<file path="config.mk">
export PLATFORM = sky130hd
export DESIGN_NAME = ram_test_sequencer_flat
export DESIGN_NICKNAME = d
export VERILOG_FILES = /design/src/rtl/ram_test_pkg.sv /design/src/rtl/ram_test_sequencer_if.sv /design/src/rtl/ram_pattern_gen.sv /design/src/rtl/ram_test_sequencer.sv /design/src/flat_wrapper.sv
export SDC_FILE = /design/constraint.sdc
export NUM_CORES = 1
export LEC_CHECK = 0
export ABC_AREA = 0
export ABC_CLOCK_PERIOD_IN_PS = 4200
export CELL_PAD_IN_SITES_DETAIL_PLACEMENT = 0
export CELL_PAD_IN_SITES_GLOBAL_PLACEMENT = 1
export CORE_ASPECT_RATIO = 0.8
export CORE_MARGIN = 2
export CORE_UTILIZATION = 45
export DETAILED_ROUTE_END_ITERATION = 8
export HOLD_SLACK_MARGIN = 0.08
export PLACE_DENSITY = 0.86
export SETUP_SLACK_MARGIN = 0.5
export SLEW_MARGIN = 5
export SYNTH_ARGS = -nofsm -noshare
export SYNTH_HDL_FRONTEND = slang
export SYNTH_SLANG_ARGS = --single-unit
</file>
<file path="constraint.sdc">
create_clock -name clk_sys_i -period 4.2 [get_ports clk_sys_i]
set_input_delay 0.84 -clock clk_sys_i [delete_from_list [all_inputs] [get_ports clk_sys_i]]
set_output_delay 0.84 -clock clk_sys_i [all_outputs]
set_load 0.05 [all_outputs]
</file>
<file path="src/rtl/ram_test_pkg.sv">
// Shared encodings and LFSR constants for the RAM test sequencer.
package ram_test_pkg;

    typedef enum logic [2:0] {
        StIdle,
        StWrite,
        StRead,
        StDrain,
        StFinish
    } state_e;

    typedef enum logic [1:0] {
        PatAddr    = 2'd0,
        PatChecker = 2'd1,
        PatLfsr    = 2'd2,
        PatInvAddr = 2'd3
    } pattern_e;

    // Right-shifting Fibonacci taps: x^16+x^14+x^13+x^11+1 and x^32+x^22+x^2+x+1.
    localparam logic [15:0] LfsrTaps16 = 16'h002D;
    localparam logic [31:0] LfsrTaps32 = 32'hC000_0401;

endpackage

</file>
<file path="src/rtl/ram_test_sequencer_if.sv">
// RAM-side access bus between the test sequencer (master) and the RAM (slave).
interface ram_test_sequencer_if #(
    parameter int BITWIDTH_SYS = 16,
    parameter int BITWIDTH_ADR = 6
);
    logic                    ram_en;
    logic                    ram_we;
    logic [BITWIDTH_ADR-1:0] ram_adr;
    logic [BITWIDTH_SYS-1:0] ram_wdata;
    logic [BITWIDTH_SYS-1:0] ram_rdata;
    logic                    ram_rdy;

    modport master (
        output ram_en, ram_we, ram_adr, ram_wdata,
        input  ram_rdata, ram_rdy
    );

    modport slave (
        input  ram_en, ram_we, ram_adr, ram_wdata,
        output ram_rdata, ram_rdy
    );
endinterface

</file>
<file path="src/rtl/ram_pattern_gen.sv">
// Data pattern source: address, checkerboard, LFSR or inverted address.
module ram_pattern_gen
    import ram_test_pkg::*;
#(
    parameter int BITWIDTH_SYS = 16,
    parameter int BITWIDTH_IN  = 12,
    parameter int BITWIDTH_ADR = 6
) (
    input  logic                    clk_i,
    input  logic                    rst_ni,
    input  logic                    load_i,
    input  logic [BITWIDTH_SYS-1:0] seed_i,
    input  logic                    step_i,
    input  logic [BITWIDTH_ADR-1:0] adr_i,
    input  pattern_e                sel_i,
    output logic [BITWIDTH_SYS-1:0] pattern_o
);
    localparam logic [BITWIDTH_SYS-1:0] Taps = (BITWIDTH_SYS == 32) ?
        BITWIDTH_SYS'(LfsrTaps32) : BITWIDTH_SYS'(LfsrTaps16);
    localparam logic [BITWIDTH_SYS-1:0] One = {{(BITWIDTH_SYS-1){1'b0}}, 1'b1};

    logic [BITWIDTH_SYS-1:0] lfsr_q, lfsr_d, adr_pat;

    always_comb begin
        lfsr_d = lfsr_q;
        if (load_i) begin
            // An all-zero LFSR would lock up.
            lfsr_d = (seed_i == '0) ? One : seed_i;
        end else if (step_i) begin
            lfsr_d = {^(lfsr_q & Taps), lfsr_q[BITWIDTH_SYS-1:1]};
        end
    end

    always_ff @(posedge clk_i or negedge rst_ni) begin
        if (!rst_ni) begin
            lfsr_q <= One;
        end else begin
            lfsr_q <= lfsr_d;
        end
    end

    always_comb begin
        adr_pat   = BITWIDTH_SYS'(adr_i) << (BITWIDTH_SYS - BITWIDTH_IN);
        pattern_o = '0;
        unique case (sel_i)
            PatAddr:    pattern_o = adr_pat;
            PatChecker: pattern_o = adr_i[0] ? {(BITWIDTH_SYS/2){2'b01}}
                                             : {(BITWIDTH_SYS/2){2'b10}};
            PatLfsr:    pattern_o = lfsr_q;
            PatInvAddr: pattern_o = ~adr_pat;
            default:    pattern_o = '0;
        endcase
    end

endmodule

</file>
<file path="src/rtl/ram_test_sequencer.sv">
// Writes a pattern to every RAM address, reads it back and compares the significant MSBs.
module ram_test_sequencer
    import ram_test_pkg::*;
#(
    parameter int BITWIDTH_SYS = 16,
    parameter int BITWIDTH_IN  = 12,
    parameter int BITWIDTH_ADR = 6,
    parameter int RD_LATENCY   = 1
) (
    input  logic                    clk_sys_i,
    input  logic                    rst_ni,
    input  logic                    start_i,
    input  logic [1:0]              pattern_sel_i,
    input  logic [BITWIDTH_SYS-1:0] seed_i,
    ram_test_sequencer_if.master    ram_bus,
    output logic                    busy_o,
    output logic                    done_o,
    output logic                    pass_o,
    output logic [BITWIDTH_ADR:0]   err_cnt_o,
    output logic [BITWIDTH_ADR-1:0] first_err_adr_o
);
    localparam logic [BITWIDTH_SYS-1:0] CmpMask =
        {BITWIDTH_SYS{1'b1}} << (BITWIDTH_SYS - BITWIDTH_IN);
    localparam logic [BITWIDTH_ADR-1:0] LastAdr = '1;

    state_e                  state_q, state_d;
    pattern_e                sel_q, sel_d;
    logic [BITWIDTH_SYS-1:0] seed_q, seed_d;
    logic [BITWIDTH_ADR-1:0] adr_q, adr_d;
    logic                    en_q, en_d, we_q, we_d;
    logic [BITWIDTH_ADR-1:0] ram_adr_q, ram_adr_d;
    logic [BITWIDTH_SYS-1:0] wdata_q, wdata_d;
    logic                    busy_q, busy_d, done_q, done_d, pass_q, pass_d;
    logic [BITWIDTH_ADR:0]   err_q, err_d;
    logic [BITWIDTH_ADR-1:0] first_q, first_d;

    // Stage 0 mirrors the read issue register; stage RD_LATENCY lines up with RAM data.
    logic [RD_LATENCY:0]     vld_q, vld_d;
    logic [BITWIDTH_SYS-1:0] exp_q  [RD_LATENCY+1];
    logic [BITWIDTH_ADR-1:0] padr_q [RD_LATENCY+1];

    logic                    pat_load, pat_step, mismatch;
    logic [BITWIDTH_SYS-1:0] pat_seed, pattern;

    ram_pattern_gen #(
        .BITWIDTH_SYS(BITWIDTH_SYS),
        .BITWIDTH_IN (BITWIDTH_IN),
        .BITWIDTH_ADR(BITWIDTH_ADR)
    ) u_pattern_gen (
        .clk_i    (clk_sys_i),
        .rst_ni   (rst_ni),
        .load_i   (pat_load),
        .seed_i   (pat_seed),
        .step_i   (pat_step),
        .adr_i    (adr_q),
        .sel_i    (sel_q),
        .pattern_o(pattern)
    );

    always_comb begin
        state_d   = state_q;
        sel_d     = sel_q;
        seed_d    = seed_q;
        adr_d     = adr_q;
        en_d      = 1'b0;
        we_d      = 1'b0;
        ram_adr_d = ram_adr_q;
        wdata_d   = wdata_q;
        done_d    = 1'b0;
        pass_d    = pass_q;
        err_d     = err_q;
        first_d   = first_q;
        pat_load  = 1'b0;
        pat_step  = 1'b0;
        pat_seed  = seed_q;
        vld_d     = {vld_q[RD_LATENCY-1:0], 1'b0};

        mismatch = vld_q[RD_LATENCY] &&
                   (((ram_bus.ram_rdata ^ exp_q[RD_LATENCY]) & CmpMask) != '0);
        if (mismatch) begin
            err_d = err_q + 1'b1;
            if (err_q == '0) begin
                first_d = padr_q[RD_LATENCY];
            end
        end

        unique case (state_q)
            StIdle: begin
                if (start_i) begin
                    state_d  = StWrite;
                    sel_d    = pattern_e'(pattern_sel_i);
                    seed_d   = seed_i;
                    adr_d    = '0;
                    pat_load = 1'b1;
                    pat_seed = seed_i;
                    err_d    = '0;
                    pass_d   = 1'b0;
                    first_d  = '0;
                end
            end
            StWrite: begin
                if (ram_bus.ram_rdy) begin
                    en_d      = 1'b1;
                    we_d      = 1'b1;
                    ram_adr_d = adr_q;
                    wdata_d   = pattern;
                    adr_d     = adr_q + 1'b1;
                    pat_step  = 1'b1;
                    if (adr_q == LastAdr) begin
                        state_d  = StRead;
                        pat_load = 1'b1;
                    end
                end
            end
            StRead: begin
                if (ram_bus.ram_rdy) begin
                    en_d      = 1'b1;
                    ram_adr_d = adr_q;
                    vld_d[0]  = 1'b1;
                    adr_d     = adr_q + 1'b1;
                    pat_step  = 1'b1;
                    if (adr_q == LastAdr) begin
                        state_d = StDrain;
                    end
                end
            end
            StDrain: begin
                // Leave once the read being compared now is the last one in flight.
                if (vld_q[RD_LATENCY-1:0] == '0) begin
                    state_d = StFinish;
                    done_d  = 1'b1;
                    pass_d  = (err_d == '0);
                end
            end
            StFinish: state_d = StIdle;
            default:  state_d = StIdle;
        endcase

        busy_d = (state_q != StIdle) && (state_d inside {StWrite, StRead, StDrain});
    end

    always_ff @(posedge clk_sys_i or negedge rst_ni) begin
        if (!rst_ni) begin
            state_q   <= StIdle;
            sel_q     <= PatAddr;
            seed_q    <= '0;
            adr_q     <= '0;
            en_q      <= 1'b0;
            we_q      <= 1'b0;
            ram_adr_q <= '0;
            wdata_q   <= '0;
            busy_q    <= 1'b0;
            done_q    <= 1'b0;
            pass_q    <= 1'b0;
            err_q     <= '0;
            first_q   <= '0;
            vld_q     <= '0;
            for (int i = 0; i <= RD_LATENCY; i++) begin
                exp_q[i]  <= '0;
                padr_q[i] <= '0;
            end
        end else begin
            state_q   <= state_d;
            sel_q     <= sel_d;
            seed_q    <= seed_d;
            adr_q     <= adr_d;
            en_q      <= en_d;
            we_q      <= we_d;
            ram_adr_q <= ram_adr_d;
            wdata_q   <= wdata_d;
            busy_q    <= busy_d;
            done_q    <= done_d;
            pass_q    <= pass_d;
            err_q     <= err_d;
            first_q   <= first_d;
            vld_q     <= vld_d;
            exp_q[0]  <= pattern;
            padr_q[0] <= adr_q;
            for (int i = 1; i <= RD_LATENCY; i++) begin
                exp_q[i]  <= exp_q[i-1];
                padr_q[i] <= padr_q[i-1];
            end
        end
    end

    assign ram_bus.ram_en    = en_q;
    assign ram_bus.ram_we    = we_q;
    assign ram_bus.ram_adr   = ram_adr_q;
    assign ram_bus.ram_wdata = wdata_q;
    assign busy_o            = busy_q;
    assign done_o            = done_q;
    assign pass_o            = pass_q;
    assign err_cnt_o         = err_q;
    assign first_err_adr_o   = first_q;

endmodule

</file>
<file path="src/flat_wrapper.sv">
// flat-port wrapper written by rule: the top's interface ports become plain ports
module ram_test_sequencer_flat import ram_test_pkg::*;
#(
    parameter int BITWIDTH_SYS = 16,
    parameter int BITWIDTH_IN  = 12,
    parameter int BITWIDTH_ADR = 6,
    parameter int RD_LATENCY   = 1
)
  (clk_sys_i, rst_ni, start_i, pattern_sel_i, seed_i, busy_o, done_o, pass_o, err_cnt_o, first_err_adr_o, ram_bus_ram_en, ram_bus_ram_we, ram_bus_ram_adr, ram_bus_ram_wdata, ram_bus_ram_rdata, ram_bus_ram_rdy);
  ram_test_sequencer_if #(.BITWIDTH_SYS(BITWIDTH_SYS), .BITWIDTH_ADR(BITWIDTH_ADR)) ram_bus_i ();
  input  logic clk_sys_i;
  input  logic rst_ni;
  input  logic start_i;
  input  logic [1:0] pattern_sel_i;
  input  logic [BITWIDTH_SYS-1:0] seed_i;
  output logic busy_o;
  output logic done_o;
  output logic pass_o;
  output logic [BITWIDTH_ADR:0] err_cnt_o;
  output logic [BITWIDTH_ADR-1:0] first_err_adr_o;
  output wire logic [$bits(ram_bus_i.ram_en)-1:0] ram_bus_ram_en;
  output wire logic [$bits(ram_bus_i.ram_we)-1:0] ram_bus_ram_we;
  output wire logic [$bits(ram_bus_i.ram_adr)-1:0] ram_bus_ram_adr;
  output wire logic [$bits(ram_bus_i.ram_wdata)-1:0] ram_bus_ram_wdata;
  input wire logic [$bits(ram_bus_i.ram_rdata)-1:0] ram_bus_ram_rdata;
  input wire logic [$bits(ram_bus_i.ram_rdy)-1:0] ram_bus_ram_rdy;
  assign ram_bus_ram_en = ram_bus_i.ram_en;
  assign ram_bus_ram_we = ram_bus_i.ram_we;
  assign ram_bus_ram_adr = ram_bus_i.ram_adr;
  assign ram_bus_ram_wdata = ram_bus_i.ram_wdata;
  assign ram_bus_i.ram_rdata = ram_bus_ram_rdata;
  assign ram_bus_i.ram_rdy = ram_bus_ram_rdy;
  ram_test_sequencer #(.BITWIDTH_SYS(BITWIDTH_SYS), .BITWIDTH_IN(BITWIDTH_IN), .BITWIDTH_ADR(BITWIDTH_ADR), .RD_LATENCY(RD_LATENCY)) u_core (.clk_sys_i(clk_sys_i), .rst_ni(rst_ni), .start_i(start_i), .pattern_sel_i(pattern_sel_i), .seed_i(seed_i), .ram_bus(ram_bus_i), .busy_o(busy_o), .done_o(done_o), .pass_o(pass_o), .err_cnt_o(err_cnt_o), .first_err_adr_o(first_err_adr_o));
endmodule
</file>
======== After elaboration in Yosys (flattened, before gate mapping) ========
Cells that the tools add are included.
storage, ports and cells
  bits in registers ....................... 129
  bits of input ports ..................... 38
  output and inout port bits .............. 40
cells by class
  $add $sub $neg .......................... 2
  eq/ne operators ......................... 13
  mux-type cells .......................... 37
  bitwise logic cells ..................... 2
  reductions and logical operators ........ 20
operators with widths
  kind                   count
  $mux W16               6
  $pmux W16 S4           1
  $mux W6                6
  $mux W7                3
  $mux W3                6
  $logic_not A16 Y1      1
  $not A10 Y16           1
  $reduce_bool A16 Y1    1
  $reduce_xor A16 Y1     1
  $xor A16 B16 Y16       1
  $logic_not A7 Y1       2
  $eq A3 B2 Y1 const B   4
  $pmux W3 S4            1
  $pmux W6 S2            1
  $mux W1                11
  $add A7 B1 Y7 const B  1
  $add A6 B1 Y6 const B  1
  $eq A3 B1 Y1 const B   2
  $eq A6 B6 Y1 const B   1
  $reduce_and A2 Y1      3
  $reduce_and A3 Y1      2
  $reduce_bool A2 Y1     3
  $reduce_bool A3 Y1     2
  $eq A2 B2 Y1 const B   2
  other kinds (8)        11

======== Longest topological paths before layout ========
Gate-level depths: netlist of run 1.
  depth after elaboration ................. 7
  depth in mapped cells ................... 8
  gate-level depth less buffers ........... 7

======== Modules after synthesis ========
From an unflattened synthesis of run 1, not the netlist that was laid out.
second synthesis, totals
  cells, all modules ...................... 437
  area total of the unflattened synthesis .. 5017.3 µm²
by module, submodules not included
  module              instances  cells each  area an instance (µm²)  sequential area each (µm²)
  ram_test_sequencer  1          304         3911.3                  2627.5
  ram_pattern_gen     1          133         1106.1                  401.6

======== Least setup slack after synthesis of run 1 ========
No wires, ideal clock.
  path type ............................... in2reg
  start point ............................. input port ram_bus_ram_rdata[9]
  end point ............................... register u_core.pass_q, in the netlist u_core.pass_o
  data arrival time ....................... 2.330 ns
  required time ........................... 4.108 ns
  slack ................................... 1.778 ns
  stages on the path ...................... 6
  cells stage by stage .................... xnor2_1 > nand4_1 > o31ai_4 > nor3_1 > or4_1 > o31ai_2
between the ends
  word-level cells in the longest chain between the ends .. 7
RTL lines
  what                  RTL line                   text
  start, declared       flat_wrapper.sv:25         input wire logic [$bits(ram_bus_i.ram_rdata)-1:0] ram_bus_ram_rdata;
  $xor A16 B16 Y16      ram_test_sequencer.sv:79   (((ram_bus.ram_rdata ^ exp_q[RD_LATENCY]) & CmpMask) != '0);
  $reduce_bool A16 Y1   ram_test_sequencer.sv:79
  $logic_and A1 B1 Y1   ram_test_sequencer.sv:78   mismatch = vld_q[RD_LATENCY] &&
  $mux W7               ram_test_sequencer.sv:80   if (mismatch) begin
  $logic_not A7 Y1      ram_test_sequencer.sv:132  pass_d = (err_d == '0);
  $mux W1               ram_test_sequencer.sv:129  if (vld_q[RD_LATENCY-1:0] == '0) begin
  $pmux W1 S2           ram_test_sequencer.sv:87   unique case (state_q)
  end signal, assigned  ram_test_sequencer.sv:173  pass_q <= pass_d;
  end, declared         ram_test_sequencer.sv:33   logic busy_q, busy_d, done_q, done_d, pass_q, pass_d;
No other way between the ends. The select of a mux whose other input is x is not followed.
A chain may end at the register's enable or synchronous reset.

======== Worst setup path in the final report of run 1 ========
  start point ............................. input port start_i
  end point ............................... register u_core.u_pattern_gen.lfsr_q[0]
between the ends
  word-level cells in the longest chain between the ends .. 5
RTL lines
  what                  RTL line                  text
  start, declared       flat_wrapper.sv:13        input logic start_i;
  $mux W16              ram_test_sequencer.sv:89  if (start_i) begin
  $mux W16              ram_test_sequencer.sv:87
  $logic_not A16 Y1     ram_pattern_gen.sv:28     lfsr_d = (seed_i == '0) ? One : seed_i;
  $mux W16              ram_pattern_gen.sv:28
  $mux W16              ram_pattern_gen.sv:26     if (load_i) begin
  end signal, assigned  ram_pattern_gen.sv:36     lfsr_q <= One;
  end signal, assigned  ram_pattern_gen.sv:38     lfsr_q <= lfsr_d;
  end, declared         ram_pattern_gen.sv:22     logic [BITWIDTH_SYS-1:0] lfsr_q, lfsr_d, adr_pat;
Parallel ways exist; a longest one is shown, timed or not.

==> impl_summary.md, run 1 <==
Routing
In this run the remaining antenna-violating nets after routing total 0. In the routed design, unresolved DRC markers number 0. In the final routed layout, each cell accounts on average for 15.1 um. The routed via count divided by cell count is 5.03. The count of TritonRoute iterations in the first routing pass is 4. The detailed router finished its first iteration with 319 violations. Detailed routing inserted a total of 3436 vias. The total wire length is 10300 um.

Final layout
Leaving out fill and tap cells, the most frequent cell in the layout is sky130_fd_sc_hd__dfrtp_1. The area growth from synthesis to final layout is 29.3%. The fraction of final layout cells with drive strength greater than 1 is 11.3%.

The final antenna diode count is 0. The final-layout fill cell count is 899. In the layout the commonest cells are sky130_fd_sc_hd__dfrtp_1, sky130_fd_sc_hd__clkdlybuf4s50_1, sky130_fd_sc_hd__nand2_1, sky130_fd_sc_hd__nor2_1, sky130_fd_sc_hd__mux2i_1. The net count of the finished layout is 567.

Placed design
Routability-driven placement finished with a final weighted congestion of 0.814. Once detailed placement completed, the half-perimeter wirelength came to 7070 um. In this run the tool buffered the top-level ports with 73 buffer cells.

STA
The worst hold slack across all endpoints is 347 ps. For the pin with the worst max-slew slack, the measured transition is 893 ps. The setup TNS is 0 ps. After layout, the minimum clock period comes to 2820 ps.

Setup violations remaining at the end of the flow were counted as 0. Timing would allow up to 354 MHz. On the final layout, the worst clock skew is 7.27 ps. The final hold violation count is 0. Setup repair after global routing left no endpoint under its margin.

The headroom to the max-slew limit is 40.0%. The worst path uses 67.2% of the clock period. The max-slew violation count is 0.

Yosys
Sequential elements use 60.6% of the synthesized area. Synthesis instantiated 42 different standard cells from the library. The synthesized design contains 0 enable-type register cells. The fraction of registers with async set/reset is 100%.

In the synthesized netlist the dominant register cell turns out to be sky130_fd_sc_hd__dfrtp_1. In this run, synthesis produced a sequential element count of 121. Synthesis produced 450 cells. The post-synth design cell area is 5000 um^2. The total nets after synthesis is 491. The synthesized area divided by synthesized cell count is 11.1 um^2. The count of synthesis-stage warnings from yosys is 0.

Critical path
For the worst setup path, the data arrival time is 3150 ps. For this design, the slowest cell found on the critical path is sky130_fd_sc_hd__or4b_2. The worst setup path is captured at a flop. The worst setup path is launched from an input pin. On the worst path, the slowest cell contributes a delay of 840 ps. The worst setup path is of the input pin to flop kind. The largest fanout on the critical path is 17. The buffers plus inverters on the worst setup path is 2. Walking the worst path, the cells encountered are clkdlybuf4s50_1 -> or4b_2 -> nand2_1 -> buf_4 -> o21ai_0 -> o22ai_1.

The cell family contributing the most delay on the critical path is simple AND/OR/NAND/NOR gates. STA puts the critical path data required time at 4530 ps.

Floorplanning
The initial core utilization is 46.1%. The overall die width is 122 um. The die area is 12000 um^2. The die boundary height is 98.3 um. The total area inside the core boundary comes to 10800 um^2. The count of standard-cell rows is 34. The number of ports placed on the die boundary is 78.

Global routing
The number of global-route vias before repair came to 3410. The total track usage is 18.6%. The total overflow reported by the global router is 0.

The first-pass GRT wire length is 17100 um. The number of antenna violations at the first check in global routing is 0. The largest net degree at the start of global routing is 72.

Power and ir drop
The total power divided by cell area is 758 nW/um^2. VDD sags by at most 0.000324 V. The static power due to leakage is 2.88 nW.

Clock tree
After clock tree synthesis, the clock-pin slew on the worst setup and hold paths is 60 ps. After clock tree synthesis, the repair step resized 0 gates. The root buffer cell is sky130_fd_sc_hd__clkbuf_16. The number of hold buffers added after cts is 0. The clock reaches the later pin of the worst-skew pair after 410 ps.

The H-tree was split into 4 levels. No sink is reached through more buffers than the 2 on the longest clock path. TritonCTS built the clock tree.

Once the clock tree was built, the setup fixing pass inserted 0 buffers. In this run, CTS created clock tree buffers numbering 17. The clock drives 121 sinks.

Min path
The min-delay analysis places its worst path in the category flop to flop.

Status
The run finished with clean final reports.

Job
Across the run, the number of max-cap violations was 0.
[logic make-up (layout without fill, tap and decap cells)]
| group | after synthesis | count (layout) | share of synthesized area (%) |
|---|---|---|---|
| fa+ha+maj | 3 | 3 | 0.751 |
| compound gates | 64 | 64 | 8.56 |
| xor+xnor | 24 | 24 | 4.20 |
| buf+inv | 45 | 134 | 3.55 |
| simple gates | 150 | 150 | 13.5 |
| flops | 121 | 121 | 60.6 |
| mux | 43 | 43 | 8.91 |
[path summary, 6_finish.rpt]
check	from	end	slack, ps	depth (start not counted)
max	start_i	u_core.u_pattern_gen.lfsr_q[0]$_DFFE_PN1P_	1380	6
min	u_core.padr_q[7]$_DFF_PN0_	u_core.padr_q[1]$_DFF_PN0_	350	0
max reg2reg	u_core.state_q[1]$_DFF_PN0_	u_core.u_pattern_gen.lfsr_q[0]$_DFFE_PN1P_	1730	5
min reg2reg	u_core.padr_q[7]$_DFF_PN0_	u_core.padr_q[1]$_DFF_PN0_	350	0
max in group asynchronous	rst_ni	u_core.u_pattern_gen.lfsr_q[0]$_DFFE_PN1P_	2820	2
min in group asynchronous	rst_ni	u_core.exp_q[5]$_DFF_PN0_	560	1
[final cells by class]
cell class	instances	area [um^2]	area share, %
clock inverter	15	166	2.57
timing repair buffer	77	771	11.9
tap	144	180	2.79
multi-input combinational	284	1800	27.8
clock buffer	17	425	6.58
inverter	25	93.8	1.45
sequential	121	3030	46.8
[routing by layer]
layer	wire (um)	share of wire, %	track usage [%]
met3	627	6.1	5.96
met1	4960	48	26.8
met4	144	1.4	5.84
met5	0	0	0
met2	4600	44	27.0
[flip-flops by register name (all words and copies together), names as in the netlist, 3 cells and up]
register                     flops
u_core.u_pattern_gen.lfsr_q     16
u_core.err_cnt_o                 7
u_core.exp_q                    24
u_core.padr_q                   12
u_core.first_err_adr_o           6
u_core.seed_q                   16
u_core.ram_bus.ram_adr           6
u_core.adr_q                     6
u_core.ram_bus.ram_wdata        16
u_core.state_q                   3
[synth_stat cells, types with 3 or more instances]
library cell | n | area (um^2)
sky130_fd_sc_hd__inv_1 | 25 | 93.8
sky130_fd_sc_hd__mux2i_1 | 31 | 310
sky130_fd_sc_hd__o21a_1 | 9 | 67.6
sky130_fd_sc_hd__or2_2 | 4 | 25.0
sky130_fd_sc_hd__dfrtp_1 | 120 | 3000
sky130_fd_sc_hd__o211ai_1 | 4 | 30.0
sky130_fd_sc_hd__o31ai_1 | 5 | 37.5
sky130_fd_sc_hd__mux2_2 | 12 | 135
sky130_fd_sc_hd__clkbuf_1 | 11 | 41.3
sky130_fd_sc_hd__buf_2 | 7 | 35.0
sky130_fd_sc_hd__ha_1 | 3 | 37.5
sky130_fd_sc_hd__nand4_1 | 7 | 43.8
sky130_fd_sc_hd__o21ai_0 | 23 | 115
sky130_fd_sc_hd__nor3_1 | 6 | 30.0
sky130_fd_sc_hd__nor2_1 | 42 | 158
sky130_fd_sc_hd__nand3_1 | 4 | 20.0
sky130_fd_sc_hd__xnor2_1 | 21 | 184
sky130_fd_sc_hd__nand2_1 | 67 | 251
sky130_fd_sc_hd__nand2b_1 | 3 | 18.8
sky130_fd_sc_hd__a21oi_1 | 14 | 70.1
sky130_fd_sc_hd__xor2_1 | 3 | 26.3
[power by group]
group          switching [mW]  internal, mW
Combinational           0.926         0.602
Clock                   0.562         0.886
Sequential              0.311          1.62
[metrics by stage]
| step | instance area, um^2 | std cells | total power [mW] | utilization [%] | setup slack (ps) |
|---|---|---|---|---|---|
| 3_3_place_gp | 5870 | 651 | 3.43 | 54.2 | 996 |
| 4_1_cts | 6470 | 683 | 4.95 | 59.6 | 1390 |
| 5_1_grt | 6470 | 683 | 5.18 | 59.6 | 1280 |
| 2_1_floorplan | 5000 | 450 | 2.95 | - | 1780 |
| 3_5_place_dp | 5870 | 651 | 3.48 | 54.2 | 979 |
| 6_report | 6470 | 683 | 4.90 | 59.6 | 1380 |
Note: power is estimated with default switching activity, not from simulation.
==> run 2: changes to the inputs <==
--- a/config.mk
+++ b/config.mk
@@ -6,15 +6,15 @@
 export NUM_CORES = 1
 export LEC_CHECK = 0
 export ABC_AREA = 0
-export ABC_CLOCK_PERIOD_IN_PS = 4200
+export ABC_CLOCK_PERIOD_IN_PS = 2600
 export CELL_PAD_IN_SITES_DETAIL_PLACEMENT = 0
 export CELL_PAD_IN_SITES_GLOBAL_PLACEMENT = 1
 export CORE_ASPECT_RATIO = 0.8
 export CORE_MARGIN = 2
-export CORE_UTILIZATION = 45
+export CORE_UTILIZATION = 42
 export DETAILED_ROUTE_END_ITERATION = 8
 export HOLD_SLACK_MARGIN = 0.08
-export PLACE_DENSITY = 0.86
+export PLACE_DENSITY = 0.81
 export SETUP_SLACK_MARGIN = 0.5
 export SLEW_MARGIN = 5
 export SYNTH_ARGS = -nofsm -noshare
==> constraint.sdc (replaced) <==
create_clock -name clk_sys_i -period 2.6 [get_ports clk_sys_i]
set_input_delay 0.52 -clock clk_sys_i [delete_from_list [all_inputs] [get_ports clk_sys_i]]
set_output_delay 0.52 -clock clk_sys_i [all_outputs]
set_load 0.05 [all_outputs]
==> impl_summary.md, run 2 (same netlist as run 1, synthesis figures left out) <==
STA
The setup TNS is 0 ps (unchanged). The worst clock skew is 5.98 ps (-1.28 ps). The max-slew violation count is 0 (unchanged). The final hold violation count is 0 (unchanged). Setup repair after global routing left no endpoint under its margin.

The ratio of final minimum period to clock period is 80.0%. The routed design could run at a clock period as short as 2080 ps. The headroom to the max-slew limit is 60.8% (+21 points). The slew at the pin closest to its max-slew limit is 583 ps (-310 ps).

Derived from the worst setup path, the maximum achievable clock frequency is 481 MHz. The final number of setup-violating endpoints is 0 (unchanged).

Critical path
The critical path class is input pin to flop. The critical path's slowest cell is sky130_fd_sc_hd__clkdlybuf4s50_1. The type of element capturing the critical path is a flop.

The critical path goes through clkdlybuf4s50_1 -> nor4b_4 -> buf_4 -> buf_12 -> mux2i_4 -> nand4_1 -> nor3_2 -> nor3b_1 -> o22ai_1. The cell family contributing the most delay on the critical path is buffers and inverters. The worst setup path is launched from an input pin. The endpoint arrival time on the critical path is 2420 ps (-730 ps). The internal reg-to-reg setup slack is 580 ps (-1150 ps). The buffers plus inverters on the worst setup path was 3 (+1). The largest fanout on the critical path is 6 (-11). The biggest cell delay along the critical path came to 510 ps (-330 ps). The required time at the endpoint of the critical path is 2940 ps (-1590 ps).

Final layout
The fraction of final layout cells with drive strength greater than 1 is 18.5% (+7.2 points). The most frequent standard cell in the layout excluding fill and tap cells is sky130_fd_sc_hd__dfrtp_1. The post-route non-filler standard cell count is 720 (+5.4%). The register with the most flip-flops is u_core.exp_q. The final-layout fill cell count came to 961 (+6.9%). The area growth from synthesis to final layout is 37.9%.

The flip-flop count of the largest register after layout is 24 (unchanged). The count of nets after finishing is 600 (+5.8%). Leaving out fill and tap cells, the most frequent cells in the layout are sky130_fd_sc_hd__dfrtp_1, sky130_fd_sc_hd__nand2_1, sky130_fd_sc_hd__nor2_1, sky130_fd_sc_hd__dlygate4sd2_1, sky130_fd_sc_hd__buf_4. The area used by multi-input combinational logic is 1920 um^2 (+6.4%). The final antenna diode count is 0 (unchanged). The register cell area after layout is 3030 um^2 (about the same). The final core area utilization was 59.7% (about the same).

Floorplanning
The initial core utilization is 43.3% (-2.8 points). The area inside the core boundary came to 11600 um^2 (+6.6%). The overall die width is 126 um (+3.4%).

The count of standard-cell rows is 35 (+2.9%). The number of ports placed on the die boundary was 78 (unchanged). The die area is 12800 um^2 (+6.9%).

The die boundary height came to 102 um (+3.4%).

Routing
The number of nets with antenna violations after routing is 0 (unchanged). The number of DRC violations after detailed-routing iteration 0 is 262 (-18%). The wire length per cell after detailed routing is 15.6 um (+3.2%). The total wire length was 11200 um (+8.8%). The post-detailed-route DRC marker count is 0 (unchanged).

The routed via count divided by cell count is 4.96 (-1.4%). The count of TritonRoute iterations in the first routing pass was 4 (unchanged). The via count is 3572 (+4.0%).

Power and ir drop
The switching part of the total came to 36.2% (-0.47 points). The total power divided by cell area is 1190 nW/um^2 (+57%). The static power due to leakage is 3.32 nW (+15%). The total power came to 8.21 mW (+67%). The sequential cell fraction of total power came to 37.9% (-1.4 points). The clock share of power came to 28.4% (-1.1 points).

The design internal power is 5.24 mW (+69%). The fraction of power consumed by combinational cells is 33.8% (+2.6 points). The largest voltage drop on the vdd net came to 0.000531 V (+64%). The switching power of the nets is 2.97 mW (+65%).

Placed design
The HPWL after detailed placement is 7540 um (+6.7%). The number of cells after detailed placement is 678 (+4.1%). The final weighted congestion of routability-driven global placement came to 0.835 (+2.6%). The number of buffer cells added on primary ports is 73 (unchanged).

Clock tree
The TritonCTS clock tree is yes. The root buffer cell is sky130_fd_sc_hd__clkbuf_16. The number of buffers added by the clock tree synthesis step was 17 (unchanged). The clock-pin slew on the worst setup and hold paths was 60 ps (about the same).

The source-to-sink clock delay at the later pin of the worst-skew pair is 410 ps (about the same). The total number of H-tree levels was 4 (unchanged). The maximum count of clock buffers along a single path was 2 (unchanged). The number of clock sinks is 121 (unchanged).

Global routing
The total track usage is 18.1% (-0.53 points). The total overflow reported by the global router is 0 (unchanged). The largest net degree at the start of global routing was 61 (-15%). The number of global-route vias before repair is 3487 (+2.3%). The number of antenna violations at the first check in global routing is 0 (unchanged). The first-pass GRT wire length is 17700 um (+3.4%).

Status
The run finished with clean final reports.

Job
The number of violations of the max-capacitance limit is 0 (unchanged).

Min path
The type of the most critical hold path is flop to flop.
run 2: cell count changes in the layout (fill, tap and decap cells not counted), sizes merged, moves of 2 or more:
cell	change
clkdlybuf4s50	-49
clkbuf	+5
dlymetal6s2s	+8
buf	+30
inv	-2
dlygate4sd2	+41
run 2: cell type report:
class / instances / share of cell area, %
Multi-Input combinational cell: 284 / 27.8
Clock inverter: 12 / 2.03
Sequential cell: 121 / 43.9
Inverter: 25 / 1.36
Timing Repair Buffer: 110 / 15.6
Clock buffer: 20 / 6.62
Tap cell: 148 / 2.69
run 2: worst paths after layout:
check	from	cells after the start	to
setup / recovery	start_i	9	u_core.u_pattern_gen.lfsr_q[0]$_DFFE_PN1P_
min in group asynchronous	rst_ni	2	u_core.ram_bus.ram_we$_DFF_PN0_
max in group asynchronous	rst_ni	3	u_core.u_pattern_gen.lfsr_q[0]$_DFFE_PN1P_
hold reg to reg	u_core.padr_q[6]$_DFF_PN0_	0	u_core.padr_q[0]$_DFF_PN0_
setup reg to reg	u_core.state_q[1]$_DFF_PN0_	8	u_core.u_pattern_gen.lfsr_q[0]$_DFFE_PN1P_
hold / removal	u_core.padr_q[6]$_DFF_PN0_	0	u_core.padr_q[0]$_DFF_PN0_
run 2: metrics by stage:
stage	hold WS (ps)	setup slack, ps	cell area (um^2)
after floorplan	224	505	5010
after global placement	332	-52.3	6110
after detailed placement	335	-50.4	6110
after CTS	348	501	6680
after global routing	350	420	6900
final	345	520	6900
run 2: metal layers:
metal | vias to the layer above | GRT usage, % | part of all wire [%]
li1 | 1722 | - | -
met1 | 1767 | 24.9 | 49
met2 | 77 | 27.2 | 47
met3 | 6 | 5.34 | 4.0
met4 | 0 | 7.44 | 0.64
met5 | - | 0 | 0
run 2: power by group through the flow:
stage / registers (mW) / logic [mW] / clock network [mW]
finish: 3.11 / 2.77 / 2.33
global route: 3.21 / 3.01 / 2.47
CTS: 3.09 / 2.68 / 2.38
detailed placement: 3.11 / 2.75 / 0
global placement: 3.09 / 2.69 / 0
floorplan: 3.54 / 1.23 / 0
run 2: repair_timing:
item / CTS / global route
endpoints found under the setup margin: 50 / 24
endpoints found under the hold margin: 23 / 0
hold buffers: 1 / 0
cloned: 0 / 2
pin swaps: 14 / 10
resized for setup: 43 / 26
buffers inserted: 1 / 6
run 2: worst reg2reg max path: stages (launching register included):
cell and delay, ps:
sky130_fd_sc_hd__dfrtp_1 470, sky130_fd_sc_hd__nor4b_4 370, sky130_fd_sc_hd__buf_4 190, sky130_fd_sc_hd__buf_12 140
sky130_fd_sc_hd__mux2i_4 260, sky130_fd_sc_hd__nand4_1 140, sky130_fd_sc_hd__nor3_2 190, sky130_fd_sc_hd__nor3b_1 70
sky130_fd_sc_hd__o22ai_1 120
==> run 3: changes to the inputs <==
--- a/config.mk
+++ b/config.mk
@@ -6,7 +6,7 @@
 export NUM_CORES = 1
 export LEC_CHECK = 0
 export ABC_AREA = 0
-export ABC_CLOCK_PERIOD_IN_PS = 2600
+export ABC_CLOCK_PERIOD_IN_PS = 2000
 export CELL_PAD_IN_SITES_DETAIL_PLACEMENT = 0
 export CELL_PAD_IN_SITES_GLOBAL_PLACEMENT = 1
 export CORE_ASPECT_RATIO = 0.8
==> constraint.sdc (replaced) <==
create_clock -name clk_sys_i -period 2 [get_ports clk_sys_i]
set_input_delay 0.4 -clock clk_sys_i [delete_from_list [all_inputs] [get_ports clk_sys_i]]
set_output_delay 0.4 -clock clk_sys_i [all_outputs]
set_load 0.05 [all_outputs]
==> impl_summary.md, run 3 (same netlist as run 1, synthesis figures left out) <==
Status
The flow ran to the end, but the final reports show violations. The final reports fail on negative setup slack.

Routing
The wire length per cell after detailed routing was 17.8 um (+14%). The via count is 4009 (+12%). The number of DRC violations after detailed-routing iteration 0 is 233 (-11%).

The routed via count divided by cell count came to 5.13 (+3.5%). The post-detailed-route DRC marker count is 0 (unchanged). The number of nets with antenna violations after routing was 0 (unchanged). The total wire length is 13900 um (+24%). The count of TritonRoute iterations in the first routing pass is 4 (unchanged).

Critical path
The largest individual stage delay along the critical path comes from the cell sky130_fd_sc_hd__nor4b_4. The type of element capturing the critical path is a flop. The number of cells on the worst reg-to-reg path came to 7 (-1). The critical path class is flop to flop.

The endpoint arrival time on the critical path was 2360 ps (-60 ps). The biggest cell delay along the critical path is 500 ps (about the same). The worst register-to-register path begins at u_core.state_q[2]$_DFF_PN0_. The critical path launch point is u_core.state_q[2]$_DFF_PN0_. The most critical setup path has its endpoint at u_core.u_pattern_gen.lfsr_q[0]$_DFFE_PN1P_.

The internal reg-to-reg setup slack is -40 ps (-620 ps). The startpoint class of the critical path is a flop. The signal on the critical path passes through nor4b_4 -> buf_12 -> mux2i_2 -> nand4_1 -> nor3_2 -> nor3b_1 -> o22ai_1. The required time at the endpoint of the critical path came to 2320 ps (-620 ps). The largest fanout on the critical path is 8 (+2).

The worst reg2reg path endpoint is u_core.u_pattern_gen.lfsr_q[0]$_DFFE_PN1P_.

Placed design
The number of cells after detailed placement is 694 (+2.4%). The final weighted congestion of routability-driven global placement was 0.845 (+1.2%). The HPWL after detailed placement is 8130 um (+7.8%).

The number of buffer cells added on primary ports is 73 (unchanged).

Final layout
In the layout the commonest cells are sky130_fd_sc_hd__dfrtp_1, sky130_fd_sc_hd__buf_4, sky130_fd_sc_hd__nand2_1, sky130_fd_sc_hd__buf_6, sky130_fd_sc_hd__nor2_1. Ranked by flip-flop count, first place goes to u_core.exp_q. The count of nets after finishing came to 661 (+10%). The fraction of final layout cells with drive strength greater than 1 is 47.6% (+29 points). The most frequent standard cell in the layout excluding fill and tap cells is sky130_fd_sc_hd__dfrtp_1. The final antenna diode count is 0 (unchanged). The post-route non-filler standard cell count is 781 (+8.5%). The flip-flop count of the largest register after layout came to 24 (unchanged).

Compared with the post-synthesis result, the final layout area differs by 60.0%.

STA
The final number of setup-violating endpoints is 4 (+4). Setup repair after global routing could not meet its margin everywhere. The time the worst path needs with I/O delays and setup is 2040 ps. The headroom to the max-slew limit is 61.8% (+0.95 points). Static timing analysis puts the maximum clock frequency at 491 MHz. The worst clock skew came to 11.2 ps (+5.19 ps).

Of the available clock period, the critical path in the final layout requires 102%. The max-slew violation count came to 0 (unchanged). The final hold violation count is 0 (unchanged). The slew at the pin closest to its max-slew limit is 573 ps (-9.85 ps). The final worst setup slack came to -37.6 ps (-557 ps).

The setup TNS is -70.5 ps (-70.5 ps).

Clock tree
The source-to-sink clock delay at the later pin of the worst-skew pair came to 410 ps (about the same). The maximum count of clock buffers along a single path is 2 (unchanged). The TritonCTS clock tree is yes. The number of clock sinks was 121 (unchanged). The total number of H-tree levels is 4 (unchanged). The number of buffers added by the clock tree synthesis step is 17 (unchanged). The clock-pin slew on the worst setup and hold paths is 60 ps (about the same). The root buffer cell chosen for the clock tree is sky130_fd_sc_hd__clkbuf_16.

Floorplanning
The initial core utilization is 43.3% (unchanged). The number of ports placed on the die boundary is 78 (unchanged). The count of standard-cell rows is 35 (unchanged). The area inside the core boundary is 11600 um^2 (unchanged).

The die boundary height came to 102 um (unchanged). The die area was 12800 um^2 (unchanged). The overall die width was 126 um (unchanged).

Job
The number of violations of the max-capacitance limit came to 0 (unchanged).

Global routing
The number of global-route vias before repair was 4002 (+15%). The number of antenna violations at the first check in global routing was 0 (unchanged). The total track usage is 21.3% (+3.2 points).

The met3 usage in global routing is 5.76% (+0.42 points). The global-route track usage on met2 was 33.0% (+5.8 points). The met1 demand-to-capacity share in global routing is 29.8% (+4.9 points).

The largest net degree at the start of global routing is 43 (-30%). The total overflow reported by the global router is 0 (unchanged). The most utilized layer in the global route result is met2. The first-pass GRT wire length came to 21100 um (+19%).

Power and ir drop
The largest voltage drop on the vdd net was 0.000858 V (+62%). The static power due to leakage is 3.74 nW (+13%). The total power divided by cell area was 1510 nW/um^2 (+27%).

Min path
The type of the most critical hold path is flop to flop. The startpoint identified for the worst hold timing path is u_core.padr_q[7]$_DFF_PN0_.
[run 3: cell types whose count changed in the layout (fill, tap and decap cells not counted), sizes merged]
| cell | previous run | this run |
|---|---|---|
| dlymetal6s2s | 8 | 4 |
| buf | 35 | 127 |
| clkinvlp | 3 | 5 |
| dlygate4sd2 | 41 | 5 |
| bufinv | 2 | 4 |
| nand2 | 67 | 70 |
| clkinv | 3 | 1 |
| clkbuf | 22 | 26 |
[run 3: critical path: cells and delay by family, from the launching register on]
kind / cells / cell delay (ps)
and+or+nand+nor: 4 / 920
AOI/OAI and AO/OA: 1 / 110
muxes: 1 / 240
DFF: 1 / 450
buffers and inverters: 1 / 220
[run 3: how the worst min path moves through the flow]
stage                                       end  slack, ps  depth (start not counted)
floorplan           u_core.adr_q[0]$_DFFE_PN0P_        100                          0
global placement     u_core.padr_q[5]$_DFF_PN0_        330                          0
finish               u_core.padr_q[1]$_DFF_PN0_        340                          0
global route         u_core.padr_q[0]$_DFF_PN0_        360                          0
detailed placement    u_core.exp_q[9]$_DFF_PN0_        330                          0
CTS                  u_core.padr_q[1]$_DFF_PN0_        340                          0
[run 3: timing repair]
action | 4_1_cts | 5_1_grt
hold endpoints to repair | 38 | 0
setup endpoints to repair | 102 | 86
hold buffers | 1 | 0
pin swaps | 56 | 41
buffers inserted | 28 | 16
gates cloned | 7 | 3
resized for setup | 282 | 74
[run 3: per-stage QoR]
step                hold slack, ps  instance area (um^2)  power [mW]  setup WS, ps  util [%]
floorplan                      104                  5200        6.44          30.1         -
global placement               332                  6350        7.79          -450      54.9
detailed placement             335                  6350        7.89          -530      54.9
CTS                            343                  7560        11.7         -38.5      65.4
global route                   361                  8000        12.7          -144      69.2
finish                         341                  8000        12.1         -37.6      69.2
[run 3: where the power goes]
group | internal [mW] | switching [mW]
clock | 2.16 | 1.14
sequential | 3.41 | 0.694
combinational | 2.09 | 2.60
total | 7.66 | 4.44
[run 3: layout make-up]
class | instances | area [um^2]
Clock inverter | 13 | 189
Sequential cell | 121 | 3050
Clock buffer | 19 | 453
Multi-Input combinational cell | 287 | 2380
Inverter | 25 | 101
Timing Repair Buffer | 167 | 1640
Tap cell | 148 | 185
Fill cell | 791 | 3560
Timing Repair inverter | 1 | 11.3
[run 3: routing by layer]
metal  share of wire, %  wire length, um  vias up
met5                  0                0        -
met4                1.3              174        0
met3                5.2              724       14
met2                 48             6720      110
met1                 45             6290     2037
li1                   -                -     1848
